<file path="src/rtl/wtm4_share_arbiter.sv">
// wtm4_share_arbiter: round-robin sharing of one combinational 4x4 Wallace-tree
// multiplier among NREQ requesters. Operands are registered ahead of the core
// and the product is registered after it. A single response channel returns
// each product tagged with the index of the requester that supplied it.
// Optional build macro: WTM_ARB_BACK2BACK_EN. When it is defined, arbitration
// also runs in the response handshake cycle, giving one product per 2 cycles.

// Combinational 4x4 unsigned Wallace-tree multiplier.
module wtm_4bit (
    input  logic [3:0] a,
    input  logic [3:0] b,
    output logic [7:0] p
);
    // pp[i][j] = a[j] & b[i], with weight i+j
    logic [3:0] pp [4];
    logic [1:0] s1_w1, s1_w2, s1_w3, s1_w4, s1_w5;
    logic [1:0] s2_w2, s2_w3, s2_w4, s2_w5, s2_w6;
    logic [7:0] sum_row;
    logic [7:0] carry_row;

    // Adder cells return {carry, sum}
    function automatic logic [1:0] fa(input logic x, input logic y, input logic z);
        return {(x & y) | (x & z) | (y & z), x ^ y ^ z};
    endfunction

    function automatic logic [1:0] ha(input logic x, input logic y);
        return {x & y, x ^ y};
    endfunction

    genvar gi;
    generate
        for (gi = 0; gi < 4; gi++) begin : g_pp
            assign pp[gi] = a & {4{b[gi]}};
        end
    endgenerate

    // Stage 1: column heights 1,2,3,4,3,2,1 are reduced to three rows
    assign s1_w1 = ha(pp[0][1], pp[1][0]);
    assign s1_w2 = fa(pp[0][2], pp[1][1], pp[2][0]);
    assign s1_w3 = fa(pp[0][3], pp[1][2], pp[2][1]);
    assign s1_w4 = fa(pp[1][3], pp[2][2], pp[3][1]);
    assign s1_w5 = ha(pp[2][3], pp[3][2]);

    // Stage 2: the three rows are reduced to two rows; pp[3][0] joins here
    assign s2_w2 = ha(s1_w2[0], s1_w1[1]);
    assign s2_w3 = fa(s1_w3[0], s1_w2[1], pp[3][0]);
    assign s2_w4 = ha(s1_w4[0], s1_w3[1]);
    assign s2_w5 = ha(s1_w5[0], s1_w4[1]);
    assign s2_w6 = ha(pp[3][3], s1_w5[1]);

    // Final carry-propagate add of the sum row and the carry row
    assign sum_row   = {1'b0, s2_w6[0], s2_w5[0], s2_w4[0], s2_w3[0], s2_w2[0], s1_w1[0], pp[0][0]};
    assign carry_row = {s2_w6[1], s2_w5[1], s2_w4[1], s2_w3[1], s2_w2[1], 3'b000};
    assign p         = sum_row + carry_row;
endmodule

module wtm4_share_arbiter #(
    parameter  int NREQ = 4,
    localparam int IDW  = $clog2(NREQ)
) (
    input  logic              clk,
    input  logic              rst,
    input  logic [NREQ-1:0]   req_valid,
    output logic [NREQ-1:0]   req_ready,
    input  logic [4*NREQ-1:0] req_a,
    input  logic [4*NREQ-1:0] req_b,
    output logic              rsp_valid,
    input  logic              rsp_ready,
    output logic [IDW-1:0]    rsp_id,
    output logic [7:0]        rsp_p
);
    typedef enum logic [1:0] {IDLE, CALC, RESP} state_t;

    localparam logic [IDW:0]   NREQ_W    = (IDW+1)'(NREQ);
    localparam logic [IDW-1:0] LAST_INIT = IDW'(NREQ - 1);

    state_t         state_reg, state_next;
    logic [IDW-1:0] last_grant_reg;
    logic [IDW-1:0] id_reg;
    logic [3:0]     a_reg, b_reg;
    logic           rsp_valid_reg;
    logic [IDW-1:0] rsp_id_reg;
    logic [7:0]     rsp_p_reg;

    logic [3:0]     a_arr [NREQ];
    logic [3:0]     b_arr [NREQ];
    logic [7:0]     core_p;
    logic           grant_any;
    logic [IDW-1:0] grant_idx;
    logic           accept;
    logic           rsp_clear;

    genvar gi;
    generate
        for (gi = 0; gi < NREQ; gi++) begin : g_port
            assign a_arr[gi]     = req_a[4*gi +: 4];
            assign b_arr[gi]     = req_b[4*gi +: 4];
            // Only the granted bit is raised, and only when the FSM may accept
            assign req_ready[gi] = accept && (grant_idx == IDW'(gi));
        end
    endgenerate

    wtm_4bit u_core (
        .a (a_reg),
        .b (b_reg),
        .p (core_p)
    );

    // Round-robin pick: the first valid index after last_grant, wrapping around
    always_comb begin
        logic [IDW:0] cand;
        grant_any = 1'b0;
        grant_idx = '0;
        cand      = '0;
        for (int k = 1; k <= NREQ; k++) begin
            cand = {1'b0, last_grant_reg} + (IDW+1)'(k);
            if (cand >= NREQ_W) begin
                cand = cand - NREQ_W;
            end
            if (!grant_any && req_valid[cand[IDW-1:0]]) begin
                grant_any = 1'b1;
                grant_idx = cand[IDW-1:0];
            end
        end
    end

    // Next-state logic and the accept/clear strobes
    always_comb begin
        state_next = state_reg;
        accept     = 1'b0;
        rsp_clear  = 1'b0;
        case (state_reg)
            IDLE: begin
                if (grant_any) begin
                    accept     = 1'b1;
                    state_next = CALC;
                end
            end
            CALC: begin
                state_next = RESP;
            end
            RESP: begin
                // rsp_valid is always high in RESP, so rsp_ready alone completes the handshake
                if (rsp_ready) begin
                    rsp_clear  = 1'b1;
                    state_next = IDLE;
`ifdef WTM_ARB_BACK2BACK_EN
                    if (grant_any) begin
                        accept     = 1'b1;
                        state_next = CALC;
                    end
`endif
                end
            end
            default: begin
                state_next = IDLE;
            end
        endcase
    end

    // State register
    always_ff @(posedge clk or posedge rst) begin
        if (rst) begin
            state_reg <= IDLE;
        end else begin
            state_reg <= state_next;
        end
    end

    // Operand capture on accept; product capture in CALC; release on the response handshake
    always_ff @(posedge clk or posedge rst) begin
        if (rst) begin
            last_grant_reg <= LAST_INIT;
            id_reg         <= '0;
            a_reg          <= '0;
            b_reg          <= '0;
            rsp_valid_reg  <= 1'b0;
            rsp_id_reg     <= '0;
            rsp_p_reg      <= '0;
        end else begin
            if (accept) begin
                a_reg          <= a_arr[grant_idx];
                b_reg          <= b_arr[grant_idx];
                id_reg         <= grant_idx;
                last_grant_reg <= grant_idx;
            end
            if (state_reg == CALC) begin
                rsp_p_reg     <= core_p;
                rsp_id_reg    <= id_reg;
                rsp_valid_reg <= 1'b1;
            end else if (rsp_clear) begin
                rsp_valid_reg <= 1'b0;
            end
        end
    end

    assign rsp_valid = rsp_valid_reg;
    assign rsp_id    = rsp_id_reg;
    assign rsp_p     = rsp_p_reg;
endmodule

</file>
<file path="config.mk">
export PLATFORM = sky130hd
export DESIGN_NAME = wtm4_share_arbiter
export DESIGN_NICKNAME = d
export VERILOG_FILES = /design/src/rtl/wtm4_share_arbiter.sv
export SDC_FILE = /design/constraint.sdc
export NUM_CORES = 1
export LEC_CHECK = 0
export ABC_AREA = 1
export BUFFER_PORTS_ARGS = -buffer_cell sky130_fd_sc_hd__buf_2
export CORE_MARGIN = 5
export CORE_UTILIZATION = 52
export CTS_CLUSTER_DIAMETER = 150
export CTS_CLUSTER_SIZE = 20
export DETAILED_ROUTE_END_ITERATION = 10
export PLACE_DENSITY = 0.8
export SLEW_MARGIN = 40
export SYNTH_ARGS = -nofsm -noshare
export SYNTH_HDL_FRONTEND = slang
export SYNTH_SLANG_ARGS = --single-unit
export TNS_END_PERCENT = 50
</file>
<file path="constraint.sdc">
create_clock -name clk -period 3.2 [get_ports clk]
set_clock_uncertainty 0.15 [all_clocks]
set_input_delay 0.64 -clock clk [delete_from_list [all_inputs] [get_ports clk]]
set_output_delay 0.64 -clock clk [all_outputs]
set_load 0.02 [all_outputs]
</file>
### After elaboration in Yosys (flattened, before gate mapping)

Index checks and enable logic that the tools add are counted.

* bits in registers: 25
* word-level logic and storage cells: 127

* $add $sub $neg: 9
* magnitude comparators: 9
* eq/ne operators: 7
* muxes and demuxes: 35
* bitwise logic cells: 45
* reductions and logical operators: 14

Operator list (count)
* 2-bit two-way mux: 10
* 1-bit bitwise AND: 18
* 4-bit bitwise AND: 4
* 4-bit binary-select mux with 2-bit select: 2
* 4-bit two-way mux: 4
* 3-bit >= comparator (second input constant): 5
* 1-bit two-way mux: 14
* 1-bit XOR: 14
* 2-bit by 3-bit less-than comparator with 1-bit output (second input constant): 4
* 7-bit by 8-bit adder with 8-bit output: 1
* 1-bit binary-select mux with 2-bit select: 4
* 1-bit bitwise OR: 8
* 2-bit by 1-bit subtractor with 2-bit output (second input constant): 4
* 1-bit logical AND: 7
* 2-bit by 2-bit adder with 3-bit output (second input constant): 2
* 2-bit == test (second input constant): 3
* 2-bit case mux with 3 select lines: 1
* 2-bit by 1-bit == test with 1-bit output (second input constant): 2
* 2-bit logical NOT: 2
* 2-bit inequality test (second input constant): 2
* 2-bit by 1-bit adder with 3-bit output (second input constant): 1
* 2-bit by 3-bit adder with 3-bit output (second input constant): 1
* 1-bit logical NOT: 3
* 2-bit NOT with 3-bit output: 1
* 2 further kinds: 2

### Depth between registers and ports, before layout

* word-level depth: 19
* gate-level depth with buffers: 17
* gate-level depth less buffers: 16

### By module

A second synthesis with hierarchy kept.

* cell total of the unflattened synthesis: 308
* area, all modules: 1996.9 µm²

Modules (own cells, without submodules)
* wtm4_share_arbiter: instances 1, cells an instance 234, area each 1535.2 µm²
* wtm_4bit: instances 1, cells an instance 74, area each 461.7 µm²

### Least setup slack after synthesis

No wires, ideal clock.

* path type: input-to-output
* start point: in req_valid[3]
* end point: out req_ready[0]
* arrival: 2.004 ns
* slack: 0.406 ns
* cell stages on the path: 10
* path buffers: 1
* cell sequence: nand2_1 nand2_2 nand2_1 nand2_2 nor2_4 nand3_2 nand2_4 nand2_8 buf_12 nor3_1

* word-level cells in the longest chain between the ends: 15
* elaborated cells between the ends (all ways): 26
* classes of those cells: mux: 18; reduce/logical: 8

RTL lines
* start: declaration: RTL line 63 `input logic [NREQ-1:0] req_valid,`
* 1-bit binary-select mux with 2-bit select: RTL line 120 `if (!grant_any && req_valid[cand[IDW-1:0]]) begin`
* 1-bit two-way mux (implied by the code): RTL line 120
* 1-bit two-way mux: RTL line 120
* 1-bit logical NOT: RTL line 120
* 1-bit logical AND: RTL line 120
* 1-bit two-way mux: RTL line 120
* 1-bit logical NOT: RTL line 120
* 1-bit logical AND: RTL line 120
* 1-bit two-way mux: RTL line 120
* 1-bit logical NOT: RTL line 120
* 1-bit logical AND: RTL line 120
* 1-bit two-way mux: RTL line 120
* 1-bit two-way mux: RTL line 134 `if (grant_any) begin`
* 1-bit two-way mux: RTL line 132 `case (state_reg)`
* 1-bit logical AND (*): RTL line 99 `assign req_ready[gi] = accept && (grant_idx == IDW'(gi));`
* end: declaration: RTL line 64 `output logic [NREQ-1:0] req_ready,`

Mark *: on every way between the ends. The rest lies on a longest branch, timed or not. The select of a mux whose other input is x is not followed.

### Worst setup path in the final report

* start point: reg last_grant_reg[0]
* end point: out req_ready[3]

* word-level cells in the longest chain between the ends: 18
* elaborated cells between the ends (all ways): 42
* classes of those cells: add/sub: 8; order compare: 4; eq/ne: 1; mux: 22; reduce/logical: 7

RTL lines
* start: declaration: RTL line 78 `logic [IDW-1:0] last_grant_reg;`
* start signal: assignment: RTL line 185 `last_grant_reg <= grant_idx;`
* 2-bit by 1-bit adder with 3-bit output: RTL line 116 `cand = {1'b0, last_grant_reg} + (IDW+1)'(k);`
* 3-bit >= comparator / 2-bit by 1-bit subtractor with 2-bit output (equally long branches): RTL line 117, 118
* 2-bit two-way mux: RTL line 117 `if (cand >= NREQ_W) begin`
* 1-bit binary-select mux with 2-bit select: RTL line 120
* 1-bit two-way mux (implied by the code): RTL line 120
* 1-bit two-way mux: RTL line 120
* 1-bit logical NOT: RTL line 120
* 1-bit logical AND: RTL line 120
* [... 2 more ...]
* 1-bit logical AND: RTL line 120
* 1-bit two-way mux: RTL line 120
* 1-bit logical NOT: RTL line 120
* 1-bit logical AND: RTL line 120
* 1-bit two-way mux: RTL line 120
* 1-bit two-way mux: RTL line 134
* 1-bit two-way mux: RTL line 132
* 1-bit logical AND (*): RTL line 99

Marked as above.

==> qor.csv <==
metric;value;unit
Hold Crit Class;in2async;
commonest non-fill, non-tap cell in the layout;nand2_1;
Top cell by count, worst path;nand2_2;
row count;22;
Die X;71.05;µm
Seq cells post-synth;25;
Detail Placement HPWL;3224;µm
Synth Cell Area;1938;µm²
CTS tree;yes;
Die ar.;5048;µm²
Finished Core Util;65.56;%
R2R depth;10;
Worst-Skew Late Latency;0.27;ns
Final setup viols;0;
r2r endpoint;rsp_p[7];
via count;1889;
antenna violations before repair;0;
VDD IR max;743.5;µV
GP Congestion;0.9424;
Iteration-0 DRC Markers;99;
Core Region;3633;µm²
slew of the pin with the lowest slew margin;0.5109;ns
CTS root buf;clkbuf_8;
I/O Pins;54;
required time at the worst-slack endpoint;2.41;ns
Slowest cell on crit path;dfstp_2;
max cap viols;0;
synthesis-to-layout area growth;22.92;%
register area share after synthesis;32.41;%
Clock Path Buffers;2;
DR pass1 iterations;4;
WL per Instance;10.77;µm
status;completed;
min cycle time layout;3.011;ns
Filler cells;338;
most frequent cells in the layout;nand2_1 (137), buf_2 (53), nand3_1 (25);
largest net degree at the start of global routing;26;
WHS;0.2379;ns
Power Dens Cells;1196;nW/µm²
vias per inst;4.831;
gr ovfl total;0;
delay of the slowest cell on the worst path;0.62;ns
post-synth cell types;26;
headroom to the max-slew limit;65.89;%
final antenna diode count;0;
Crit Reg-Reg Startpoint;b_reg[0];
final slew viol count;0;
initial cell density of the core;53.34;%
count of final hold-check violations;0;
antenna-violating nets left;0;
Die Ht;71.05;µm
H-tree levels;1;
crit-path max FO;9;
clk sink count;25;
Worst setup EP type;primary output;
final setup TNS;0;ns
startpoint types;flip-flop;
Post-layout nets;398;
vias in the first global route;1765;
flop-to-flop setup slack;0.30;ns
f_max;332.1;MHz
max reg flops;8;
Total Wirelength;4210;µm
layout cells sized above 1;29.45;%
Register Area;628.1;µm²
CTS Buf Count;3;
Synth warnings;0;
# hold bufs at CTS;0;
Placement Cell Area;2226;µm²
Worst Setup Path Type;reg2out;
fin area;2382;µm²
clk slew on worst S/H paths;0.09;ns
Worst EP arrival;2.22;ns
critical path's top delay family;flip-flops;
IO buf count;53;
Leakage Power;0.001436;µW
area of the multi-input gates;1195;µm²
Buf+Inv Stages, Crit Path;3;
fin crit share;94.09;%
Mapped Nets;333;
cell count after synthesis;279;
Avg Inst Size Synth;6.947;µm²
worst path cell trace;inv_4 > nand2_2 > nand2_2 > o21ai_1 > nand3_4 > nand2_4 > clkinvlp_4 > nand2_1 > a21oi_1 > buf_2;
Total Routing Usage GR;17.09;%
# DRC;0;
first-pass GRT wire length;7251;µm
final cells by class:
| cell class | count | area share (%) |
|---|---|---|
| clock buffer | 3 | 1.733 |
| clock inverter | 1 | 0.2101 |
| inverter | 23 | 3.887 |
| multi-input combinational | 225 | 50.16 |
| sequential | 25 | 26.37 |
| tap | 48 | 2.521 |
| timing repair buffer | 65 | 14.92 |
| timing repair inverter | 1 | 0.2101 |
per-stage QoR:
stage / power (µW) / instances / setup slack [ns]
after floorplan: 2106 / 279 / 0.4057
after global placement: 2380 / 376 / 0.2170
after detailed placement: 2407 / 376 / 0.2288
after CTS: 2617 / 380 / 0.01166
after global routing: 3170 / 391 / -0.001077
final: 2849 / 391 / 0.1891
Yosys cell counts:
master | n | area share [%]
inv_4 | 1 | 0.32
dfstp_2 | 2 | 2.7
nand2_4 | 2 | 1.2
nand2_2 | 18 | 5.8
nand2_8 | 1 | 1.0
inv_1 | 21 | 4.1
buf_12 | 1 | 1.0
a21oi_1 | 4 | 1.0
nand2_1 | 137 | 27
nand3_2 | 1 | 0.52
nor2_1 | 5 | 0.97
nor2_2 | 1 | 0.32
fa_1 | 5 | 5.2
xnor2_1 | 2 | 0.90
o21ai_1 | 1 | 0.26
ha_1 | 10 | 6.5
o21ai_0 | 11 | 2.8
clkbuf_1 | 1 | 0.19
dfrtp_1 | 23 | 30
buf_6 | 1 | 0.58
buf_4 | 1 | 0.39
nor3_1 | 1 | 0.26
nand3_1 | 25 | 6.5
inv_2 | 1 | 0.19
nor2_4 | 1 | 0.58
buf_2 | 2 | 0.52
kinds of logic (layout without fill, tap and decap cells):
| kind of cell | after synthesis | in the layout | share of synthesized area, % |
|---|---|---|---|
| XOR/XNOR | 2 | 2 | 0.9040 |
| AO/OA/AOI/OAI | 16 | 16 | 4.131 |
| AND/OR/NAND/NOR | 192 | 192 | 43.64 |
| adder cells (fa/ha/maj) | 15 | 15 | 11.62 |
| buffers and inverters | 29 | 93 | 7.295 |
| flip-flops | 25 | 25 | 32.41 |
repair_timing:
action	CTS	global route
buffers inserted	0	10
endpoints found under the setup margin	0	4
resized for setup	0	6
metal layers:
layer,routed length (µm),global-route usage (%)
met1,1929,22.40
met2,1941,29.45
met3,289,2.131
met4,50,5.010
met5,0,0
power breakdown:
| part | switching [µW] | internal, µW | leakage, µW |
|---|---|---|---|
| combinational | 1300 | 771 | 0.00110 |
| sequential | 120 | 472 | 0.000315 |
| clock | 98.6 | 87.2 | 0.0000255 |
| total | 1520 | 1330 | 0.00144 |
worst max-delay path by stage:
stage | startpoint | end | slack, ns | depth (start not counted)
global route | last_grant_reg[0] | req_ready[2] | -0.001 | 13
CTS | last_grant_reg[0] | req_ready[3] | 0.01 | 11
floorplan | req_valid[3] | req_ready[0] | 0.41 | 10
detailed placement | req_valid[0] | req_ready[3] | 0.23 | 12
finish | last_grant_reg[0] | req_ready[3] | 0.19 | 10
global placement | req_valid[0] | req_ready[3] | 0.22 | 12
(Power assumes the default switching activity.)
